===== src/rtl/spi_pkg.sv =====
// Shared constants and FSM encoding for the SPI mode-0 target.
package spi_pkg;
  localparam int WORD_W_DEF = 16;
  localparam int BITS_W     = 5;

  typedef enum logic [1:0] {WAIT_IDLE, IDLE, ACTIVE} state_t;

  localparam logic [WORD_W_DEF-1:0] TX_IDLE_FILL = '1;
endpackage


===== src/rtl/spi_target_if.sv =====
// Host-side streams of the SPI target: TX holding register, RX FIFO head, sticky status.
interface spi_target_if #(parameter int WORD_W = 16);
  logic [WORD_W-1:0] tx_data;
  logic              tx_valid;
  logic              tx_ready;
  logic [WORD_W-1:0] rx_data;
  logic [4:0]        rx_bits;
  logic              rx_valid;
  logic              rx_ready;
  logic              overrun;
  logic              underrun;
  logic              clr_status;

  modport slave (
    input  tx_data, tx_valid, rx_ready, clr_status,
    output tx_ready, rx_data, rx_bits, rx_valid, overrun, underrun
  );
  modport master (
    output tx_data, tx_valid, rx_ready, clr_status,
    input  tx_ready, rx_data, rx_bits, rx_valid, overrun, underrun
  );
endinterface


===== src/rtl/spi_rx_fifo.sv =====
// Synchronous FIFO for received frames; head reads as zero when empty.
module spi_rx_fifo #(
  parameter int W     = 21,
  parameter int DEPTH = 4
) (
  input  logic         clk,
  input  logic         rst,
  input  logic         wr_en,
  input  logic [W-1:0] wr_data,
  input  logic         rd_en,
  output logic [W-1:0] rd_data,
  output logic         full,
  output logic         empty
);
  localparam int AW = $clog2(DEPTH);
  localparam int CW = AW + 1;

  logic [W-1:0]  mem [DEPTH];
  logic [AW-1:0] wr_ptr, rd_ptr;
  logic [CW-1:0] count;
  logic          wr_ok, rd_ok;

  assign full  = (count == CW'(DEPTH));
  assign empty = (count == '0);
  // A pop frees the slot in the same cycle, so a full FIFO still accepts a push alongside it.
  assign wr_ok = wr_en && (!full || rd_en);
  assign rd_ok = rd_en && !empty;
  assign rd_data = empty ? '0 : mem[rd_ptr];

  always_ff @(posedge clk) begin
    if (wr_ok) mem[wr_ptr] <= wr_data;
  end

  always_ff @(posedge clk) begin
    if (rst) begin
      wr_ptr <= '0;
      rd_ptr <= '0;
      count  <= '0;
    end else begin
      if (wr_ok) wr_ptr <= wr_ptr + AW'(1);
      if (rd_ok) rd_ptr <= rd_ptr + AW'(1);
      case ({wr_ok, rd_ok})
        2'b10:   count <= count + CW'(1);
        2'b01:   count <= count - CW'(1);
        default: count <= count;
      endcase
    end
  end
endmodule


===== src/rtl/spi_target.sv =====
// SPI mode-0 MSB-first target: oversampled pins, frame FSM, TX holding register, RX FIFO.
module spi_target
  import spi_pkg::*;
#(
  parameter int WORD_W   = WORD_W_DEF,
  parameter int RX_DEPTH = 4
) (
  input  logic ACLK,
  input  logic ARESET,
  input  logic in_sck,
  input  logic in_cs,
  input  logic in_si,
  output logic out_so,
  spi_target_if.slave host
);
  logic [1:0] sck_sync, cs_sync, si_sync, settle;
  logic       sck_d, cs_d, sck_s, cs_s, si_s;
  logic       sck_rise, sck_fall, cs_rise, cs_fall;

  state_t state_q, state_d;
  logic   frame_start, frame_end, shift_in, shift_out, push;

  logic [WORD_W-1:0] tx_buf, tx_shift, rx_shift;
  logic              tx_full;
  logic [BITS_W-1:0] bit_cnt;
  logic              fifo_full, fifo_empty;

  assign sck_s    = sck_sync[1];
  assign cs_s     = cs_sync[1];
  assign si_s     = si_sync[1];
  assign sck_rise = sck_s & ~sck_d;
  assign sck_fall = ~sck_s & sck_d;
  assign cs_rise  = cs_s & ~cs_d;
  assign cs_fall  = ~cs_s & cs_d;

  always_ff @(posedge ACLK) begin
    if (ARESET) begin
      sck_sync <= 2'b00;
      cs_sync  <= 2'b11;
      si_sync  <= 2'b00;
      sck_d    <= 1'b0;
      cs_d     <= 1'b1;
      settle   <= 2'b00;
    end else begin
      sck_sync <= {sck_sync[0], in_sck};
      cs_sync  <= {cs_sync[0], in_cs};
      si_sync  <= {si_sync[0], in_si};
      sck_d    <= sck_s;
      cs_d     <= cs_s;
      settle   <= {settle[0], 1'b1};
    end
  end

  always_ff @(posedge ACLK) begin
    if (ARESET) state_q <= WAIT_IDLE;
    else        state_q <= state_d;
  end

  always_comb begin
    state_d     = state_q;
    frame_start = 1'b0;
    frame_end   = 1'b0;
    shift_in    = 1'b0;
    shift_out   = 1'b0;
    case (state_q)
      // The synchroniser resets to cs high; wait until it has refilled from the pin
      // so a frame already in progress is not mistaken for a fresh cs fall.
      WAIT_IDLE: if (settle[1] && cs_s) state_d = IDLE;
      IDLE: if (cs_fall) begin
        state_d     = ACTIVE;
        frame_start = 1'b1;
      end
      ACTIVE: begin
        if (cs_rise) begin
          state_d   = IDLE;
          frame_end = 1'b1;
        end else begin
          shift_in  = sck_rise;
          shift_out = sck_fall;
        end
      end
      default: state_d = WAIT_IDLE;
    endcase
  end

  assign push   = frame_end && (bit_cnt != '0);
  assign out_so = (state_q == ACTIVE) ? tx_shift[WORD_W-1] : 1'b1;

  always_ff @(posedge ACLK) begin
    if (ARESET) begin
      tx_shift <= TX_IDLE_FILL[WORD_W-1:0];
      rx_shift <= '0;
      bit_cnt  <= '0;
    end else if (frame_start) begin
      tx_shift <= tx_full ? tx_buf : TX_IDLE_FILL[WORD_W-1:0];
      rx_shift <= '0;
      bit_cnt  <= '0;
    end else if (shift_in) begin
      rx_shift <= {rx_shift[WORD_W-2:0], si_s};
      if (bit_cnt != BITS_W'(WORD_W)) bit_cnt <= bit_cnt + BITS_W'(1);
    end else if (shift_out) begin
      tx_shift <= {tx_shift[WORD_W-2:0], 1'b1};
    end
  end

  // A write landing with the cs fall (buffer empty) is kept for the following frame.
  always_ff @(posedge ACLK) begin
    if (ARESET) begin
      tx_full <= 1'b0;
      tx_buf  <= '0;
    end else if (host.tx_valid && !tx_full) begin
      tx_full <= 1'b1;
      tx_buf  <= host.tx_data;
    end else if (frame_start) begin
      tx_full <= 1'b0;
    end
  end

  always_ff @(posedge ACLK) begin
    if (ARESET) begin
      host.overrun  <= 1'b0;
      host.underrun <= 1'b0;
    end else begin
      if (push && fifo_full && !host.rx_ready) host.overrun <= 1'b1;
      else if (host.clr_status)                host.overrun <= 1'b0;
      if (frame_start && !tx_full)             host.underrun <= 1'b1;
      else if (host.clr_status)                host.underrun <= 1'b0;
    end
  end

  assign host.tx_ready = !tx_full;
  assign host.rx_valid = !fifo_empty;

  spi_rx_fifo #(.W(WORD_W + BITS_W), .DEPTH(RX_DEPTH)) u_fifo (
    .clk     (ACLK),
    .rst     (ARESET),
    .wr_en   (push),
    .wr_data ({bit_cnt, rx_shift}),
    .rd_en   (host.rx_ready),
    .rd_data ({host.rx_bits, host.rx_data}),
    .full    (fifo_full),
    .empty   (fifo_empty)
  );
endmodule

===== src/flat_wrapper.sv =====
// flat-port wrapper written by rule: the top's interface ports become plain ports
module spi_target_flat import spi_pkg::*;
#(
  parameter int WORD_W   = WORD_W_DEF,
  parameter int RX_DEPTH = 4
)
  (ACLK, ARESET, in_sck, in_cs, in_si, out_so, host_tx_data, host_tx_valid, host_rx_ready, host_clr_status, host_tx_ready, host_rx_data, host_rx_bits, host_rx_valid, host_overrun, host_underrun);
  spi_target_if #(.WORD_W(WORD_W)) host_i ();
  input  logic ACLK;
  input  logic ARESET;
  input  logic in_sck;
  input  logic in_cs;
  input  logic in_si;
  output logic out_so;
  input wire logic [$bits(host_i.tx_data)-1:0] host_tx_data;
  input wire logic [$bits(host_i.tx_valid)-1:0] host_tx_valid;
  input wire logic [$bits(host_i.rx_ready)-1:0] host_rx_ready;
  input wire logic [$bits(host_i.clr_status)-1:0] host_clr_status;
  output wire logic [$bits(host_i.tx_ready)-1:0] host_tx_ready;
  output wire logic [$bits(host_i.rx_data)-1:0] host_rx_data;
  output wire logic [$bits(host_i.rx_bits)-1:0] host_rx_bits;
  output wire logic [$bits(host_i.rx_valid)-1:0] host_rx_valid;
  output wire logic [$bits(host_i.overrun)-1:0] host_overrun;
  output wire logic [$bits(host_i.underrun)-1:0] host_underrun;
  assign host_i.tx_data = host_tx_data;
  assign host_i.tx_valid = host_tx_valid;
  assign host_i.rx_ready = host_rx_ready;
  assign host_i.clr_status = host_clr_status;
  assign host_tx_ready = host_i.tx_ready;
  assign host_rx_data = host_i.rx_data;
  assign host_rx_bits = host_i.rx_bits;
  assign host_rx_valid = host_i.rx_valid;
  assign host_overrun = host_i.overrun;
  assign host_underrun = host_i.underrun;
  spi_target #(.WORD_W(WORD_W), .RX_DEPTH(RX_DEPTH)) u_core (.ACLK(ACLK), .ARESET(ARESET), .in_sck(in_sck), .in_cs(in_cs), .in_si(in_si), .out_so(out_so), .host(host_i));
endmodule

===== config.mk =====
export PLATFORM = sky130hd
export DESIGN_NAME = spi_target_flat
export DESIGN_NICKNAME = d
export VERILOG_FILES = /design/src/rtl/spi_pkg.sv /design/src/rtl/spi_target_if.sv /design/src/rtl/spi_rx_fifo.sv /design/src/rtl/spi_target.sv /design/src/flat_wrapper.sv
export SDC_FILE = /design/constraint.sdc
export NUM_CORES = 1
export LEC_CHECK = 0
export BUFFER_PORTS_ARGS = -buffer_cell sky130_fd_sc_hd__buf_4
export CORE_UTILIZATION = 50
export CTS_BUF_LIST = sky130_fd_sc_hd__clkbuf_8
export DETAILED_ROUTE_END_ITERATION = 8
export PLACE_DENSITY = 0.68
export SYNTH_ARGS = -nofsm -noshare
export SYNTH_HDL_FRONTEND = slang
export SYNTH_SLANG_ARGS = --single-unit

===== constraint.sdc =====
create_clock -name ACLK -period 4.9 [get_ports ACLK]
set_input_delay 0.49 -clock ACLK [delete_from_list [all_inputs] [get_ports ACLK]]
set_output_delay 0.49 -clock ACLK [all_outputs]
set_load 0.03 [all_outputs]

# == Word-level counts from Yosys, hierarchy flattened ==
# Memory sizes are Yosys's and may differ from the RTL's. A register that Yosys moved wholly into a read port is not among the register bits.
# Cells that the tools add are included.
# totals
inputBits,24
reg_bits,75
word_cells,96
mem_bits_rw,84
memories,1
# mem_list
memory,depth,word_bits,read_ports,rd_ports_with_merged_regs,write_ports,line,rtl
u_core.u_fifo.mem,4,21,1,1,1,spi_rx_fifo.sv:18,logic [W-1:0] mem [DEPTH];
# classes
n_reduce_logical,25
n_mux,29
n_addsub,5
eq_ne,10
n_bitwise,8
# op_table
cell,count
two-way mux 16 bit,4
two-way mux 21 bit,1
two-way mux 1 bit,17
two-way mux 2 bit,5
nonzero test 2 bit,5
logical AND 1 bit,8
!= test 2 x 1 -> 1 bit (second input constant),4
case mux 2 bit (3 select lines),1
case mux 3 bit (2 select lines),1
adder 5 x 1 -> 5 bit (second input constant),1
!= test 5 bit (second input constant),1
nonzero test 5 bit,1
adder 2 x 1 -> 2 bit (second input constant),2
AND 1 bit,4
equality test 2 x 1 -> 1 bit (second input constant),2
equality test 2 bit (second input constant),2
logical NOT 1 bit,4
inverter 1 bit,4
AND reduction 2 bit,2
adder 3 x 1 -> 3 bit (second input constant),1
equality test 3 bit (second input constant),1
logical NOT 3 bit,1
AND reduction 3 bit,1
subtractor 3 x 1 -> 3 bit (second input constant),1
other kinds (3),3

# == Logic depth before layout (Yosys ltp) ==
# logic_depth
word_depth,8
ltp_mapped,11
ltp_nobuf,11

# == Hierarchy ==
# From an unflattened synthesis, not the netlist that was laid out.
# hier_totals
cells_unflattened,500
area_unflattened_um2,6328.6
# by_module_without_submodules
module,cells_each,instances,area_each_um2,seq_area_each_um2
spi_rx_fifo,186,1,3708.6,2702.6
spi_target,314,1,2620.0,1361.3

# == Worst setup path after synthesis ==
# No wires, ideal clock.
# synth_timing
path_type,register -> register
startpoint,reg u_core.bit_cnt[0]
endpoint,reg u_core.u_fifo.count[2]
t_arrival_ps,2362
path_buffers,0
t_required_ps,4830
setup_time_ps,70
path_stages_with_launch,12
slack_ps,2468
cell_sequence,dfxtp_1 -> inv_1 -> ha_1 -> nor4b_1 -> nor4_4 -> inv_1 -> ha_1 -> inv_1 -> fa_1 -> xor2_1 -> or3_1 -> a21oi_1
# synth_between
elab_chain_cells,5
word_cells_on_any_way,7
# synth_lines
element,line,rtl
"start, declared",spi_target.sv:25,logic [BITS_W-1:0] bit_cnt;
"start signal, assigned",spi_target.sv:100,if (bit_cnt != BITS_W'(WORD_W)) bit_cnt <= bit_cnt + BITS_W'(1);
nonzero test 5 bit (*),spi_target.sv:86,assign push = frame_end && (bit_cnt != '0);
logical AND 1 bit (*),spi_target.sv:86,
logical AND 1 bit (*),spi_rx_fifo.sv:26,assign wr_ok = wr_en && (!full || rd_en);
equality test 2 x 1 -> 1 bit or equality test 2 bit (tied branches),spi_rx_fifo.sv:42,"case ({wr_ok, rd_ok})"
case mux 3 bit (2 select lines) or nonzero test 2 bit (tied branches),-,
"end signal, assigned",spi_rx_fifo.sv:43,2'b10: count <= count + CW'(1);
"end signal, assigned",spi_rx_fifo.sv:44,2'b01: count <= count - CW'(1);
"end signal, assigned",spi_rx_fifo.sv:45,default: count <= count;
"end, declared",spi_rx_fifo.sv:20,logic [CW-1:0] count;
# Every way passes the cells marked *; elsewhere a longest branch is shown, timed or not.
# A chain may end at the register's enable or synchronous reset.

# == Worst setup path in the final report ==
# layout_timing
startpoint,reg u_core.cs_sync[1]
endpoint,reg u_core.tx_shift[14]
# layout_between
elab_chain_cells,6
word_cells_on_any_way,13
# layout_lines
element,line,rtl
"start, declared",spi_target.sv:16,"logic [1:0] sck_sync, cs_sync, si_sync, settle;"
"start signal, assigned",spi_target.sv:46,"cs_sync <= {cs_sync[0], in_cs};"
inverter 1 bit,spi_target.sv:34,assign cs_fall = ~cs_s & cs_d;
AND 1 bit,spi_target.sv:34,
two-way mux 1 bit,spi_target.sv:69,IDLE: if (cs_fall) begin
two-way mux 1 bit,spi_target.sv:65,case (state_q)
!= test 2 x 1 -> 1 bit (no source line) or nonzero test 2 bit (tied branches),-,
AND reduction 2 bit (no source line),-,
"end signal, assigned",spi_target.sv:91,tx_shift <= TX_IDLE_FILL[WORD_W-1:0];
"end signal, assigned",spi_target.sv:95,tx_shift <= tx_full ? tx_buf : TX_IDLE_FILL[WORD_W-1:0];
"end signal, assigned",spi_target.sv:102,"tx_shift <= {tx_shift[WORD_W-2:0], 1'b1};"
"end, declared",spi_target.sv:23,"logic [WORD_W-1:0] tx_buf, tx_shift, rx_shift;"
# Parallel ways exist; a longest one is shown, timed or not.

==> results_dict.tcl <==
set metrics [dict create \
    hp-class "input pin to register" \
    max_freq_mhz 358 \
    fp.coreArea_um2 12000 \
    tightestPinTransition_ps 1160 \
    yosysWarnings 0 \
    p_leak_nw 2.57 \
    cp_data_arrival_time_ps 3180 \
    synth_top_area_cell "edfxtp_1" \
    wire_per_inst_um 14.5 \
    final.period_utilization_pct 57.1 \
    place_congestion 0.718 \
    cp_cell_sequence "nand4bb_1 > nand2_1 > o21ai_0 > o211ai_1" \
    drc_errors 0 \
    wirelength_um 10100 \
    synth_cells 490 \
    run_status "completed" \
    die_area_um2 12800 \
    cts_resized 0 \
    rsz0062_at_grt "no" \
    dpl_cell_area_um2 6630 \
    cts_tree "built" \
    yosys_register_bits 161 \
    crit_start "u_core.cs_sync[1]$_SDFF_PP1_" \
    slowest_stage "nand2_1" \
    setup_viol 0 \
    fin_setup_tns_ps 0 \
    clock_sinks 161 \
    timing.hold.ws_ps 229 \
    yosys.area.top_type_share_pct 40.9 \
    synthToLayoutAreaGrowth_pct 14.8 \
    crit-reg2reg-launch "u_core.cs_sync[1]$_SDFF_PP1_" \
    yosysSeqAreaShare_pct 65.8 \
    synth.net_count 522 \
    dp_hpwl_um 6060 \
    final_common_cell "nand2_1" \
    numCtsBuffers 17 \
    cts_setup_buffers 0 \
    clkLatencyLatePin_ps 450 \
    num_antenna_cells 0 \
    dr.pass1.iters 4 \
    grt_pass1_vias 3607 \
    r2r_end "u_core.tx_shift[14]$_SDFFE_PP1P_" \
    cts_buffer_depth 2 \
    required_ps 5280 \
    antenna_left 0 \
    worstSetupEndpoint "u_core.tx_shift[14]$_SDFFE_PP1P_" \
    final_cell_mix "nand2_1 (97), edfxtp_1 (84), dfxtp_1 (77), buf_4 (51), a21oi_1 (38)" \
    gr-total-overflow 0 \
    synth_area_um2 6170 \
    grt_usage_pct 17.7 \
    drive_gt1_share_pct 20.3 \
    p_per_area_nw_per_um2 364 \
    grt_pass1_wl_um 17200 \
    yosysUniqueCellTypes 36 \
    r2r_cells 4 \
    row_count 40 \
    crit_path_start_kind "register" \
    vias 3639 \
    worstSetupPathType "register to register" \
    regToRegSetupSlack_ps 2100 \
    htree_levels 4 \
    clk_pin_slew_worst_paths_ps 80 \
    nets 566 \
    die_h_um 113 \
    antenna_found_initial 0 \
    initial_core_util_pct 51.4 \
    crit_path_end_kind "register" \
    synthTopCellsByArea "edfxtp_1 (41%), dfxtp_1 (25%), mux4_2 (7.7%)" \
    cts-hold-fix-buffers 0 \
    chipWidth_um 113 \
    syn_avg_cell_area_um2 12.6 \
    numPortBuffers 49 \
    grt_max_degree 40 \
    root_buffer "clkbuf_8" \
    finalMaxSlewViolations 0 \
    first_iter_violations 214 \
    cap_violations 0 \
    final_area_um2 7090 \
    path_max_fanout 36 \
    viasPerCell 5.24 \
    hold_viol 0 \
    num_io_pins 50 \
    finClkSkew_ps 13.2 \
    irDropWorstVdd_mv 0.172 \
    relSlewSlack_pct 22.5 \
    cp_slowest_stage_delay_ps 1170 \
    finalWorstPathRequiredPeriod_ps 2800 \
]
==> state kept, by name (all words and copies together), names as in the netlist, 2 cells and up, named ones only <==
signal	cells
u_core.u_fifo.wr_ptr	2
u_core.u_fifo.rd_ptr	2
u_core.sck_sync	2
u_core.cs_sync	2
u_core.rx_shift	16
u_core.u_fifo.count	3
u_core.tx_buf	16
u_core.si_sync	2
u_core.settle	2
u_core.u_fifo.mem	84
u_core.bit_cnt	5
u_core.state_q	2
u_core.tx_shift	16
==> stage by stage <==
step	setup slack, ps	std cells	power, W	utilization (%)
after detailed placement	2040	662	0.00152	55.2
after global routing	1630	694	0.00267	59.0
after CTS	2030	694	0.00261	59.0
after global placement	2140	662	0.00152	55.2
after floorplan	2470	490	0.00150	-
final	2100	694	0.00258	59.0
==> worst min-delay path by stage <==
stage,to,slack [ps],cells after the start,from
after floorplan,u_core.cs_sync[1]$_SDFF_PP1_,390,1,u_core.cs_sync[0]$_SDFF_PP1_
after global placement,u_core.si_sync[1]$_SDFF_PP0_,420,1,u_core.si_sync[0]$_SDFF_PP0_
after detailed placement,u_core.si_sync[1]$_SDFF_PP0_,420,1,u_core.si_sync[0]$_SDFF_PP0_
after CTS,u_core.cs_sync[0]$_SDFF_PP1_,190,2,in_cs
after global routing,u_core.cs_sync[0]$_SDFF_PP1_,210,2,in_cs
final,u_core.cs_sync[0]$_SDFF_PP1_,230,2,in_cs
==> Yosys cell counts <==
master	instances
nand2b_1	4
inv_1	12
nor3_2	1
nor2b_1	8
buf_2	4
or3_1	4
nor4bb_1	1
nand3b_1	1
or2_2	4
mux4_2	21
nor2_1	18
a21oi_1	38
edfxtp_1	84
nand2b_4	1
nand4bb_1	1
nor4_4	1
mux2i_1	2
fa_1	1
and2_1	26
ha_1	7
o211ai_1	15
buf_1	2
o21ai_0	19
dfxtp_1	77
xnor2_1	4
nor4b_1	3
nand2_1	97
o22a_1	1
nor4_1	2
clkbuf_1	18
o21a_1	1
nand3_1	3
nor3_1	2
buf_6	2
a22oi_1	2
xor2_1	3
==> where the power goes <==
part | total (W) | internal (W) | leakage (nW) | switching [W]
registers | 0.00143 | 0.00142 | 1.45 | 0.00000801
logic | 0.0000631 | 0.0000275 | 0.887 | 0.0000356
clock network | 0.00109 | 0.000619 | 0.226 | 0.000475
total | 0.00258 | 0.00206 | 2.57 | 0.000519
==> logic make-up after synthesis <==
family,Yosys count,synth area share [%]
AOI/OAI and AO/OA,76,6.95
xor gates and xnor gates,7,0.993
adders and majority gates,8,1.74
buffers and inverters,38,2.63
DFF,161,65.8
muxes,23,7.98
and+or+nand+nor,177,13.9
==> critical path: cells and delay by family (launching register included) <==
kind | cells | cell delay [ps]
and+or+nand+nor | 2 | 1930
AOI/OAI and AO/OA | 2 | 450
DFF | 1 | 350
==> layer usage <==
metal | up-vias | routed length (um) | GRT usage (%) | part of all wire (%)
li1 | 1816 | - | - | -
met1 | 1723 | 4450 | 20.8 | 44
met2 | 84 | 5010 | 29.9 | 50
met3 | 16 | 461 | 5.52 | 4.6
met4 | 0 | 176 | 7.72 | 1.7
met5 | - | 0 | 0 | 0
==> layout make-up <==
cell class,instances,area (um2)
Timing Repair Buffer,51,383
Multi-Input combinational cell,291,1950
Sequential cell,161,4060
Clock inverter,14,213
Inverter,12,45.0
Clock buffer,18,248
Tap cell,147,184
Fill cell,959,4920
No activity file was read; power rests on OpenSTA's default activity.
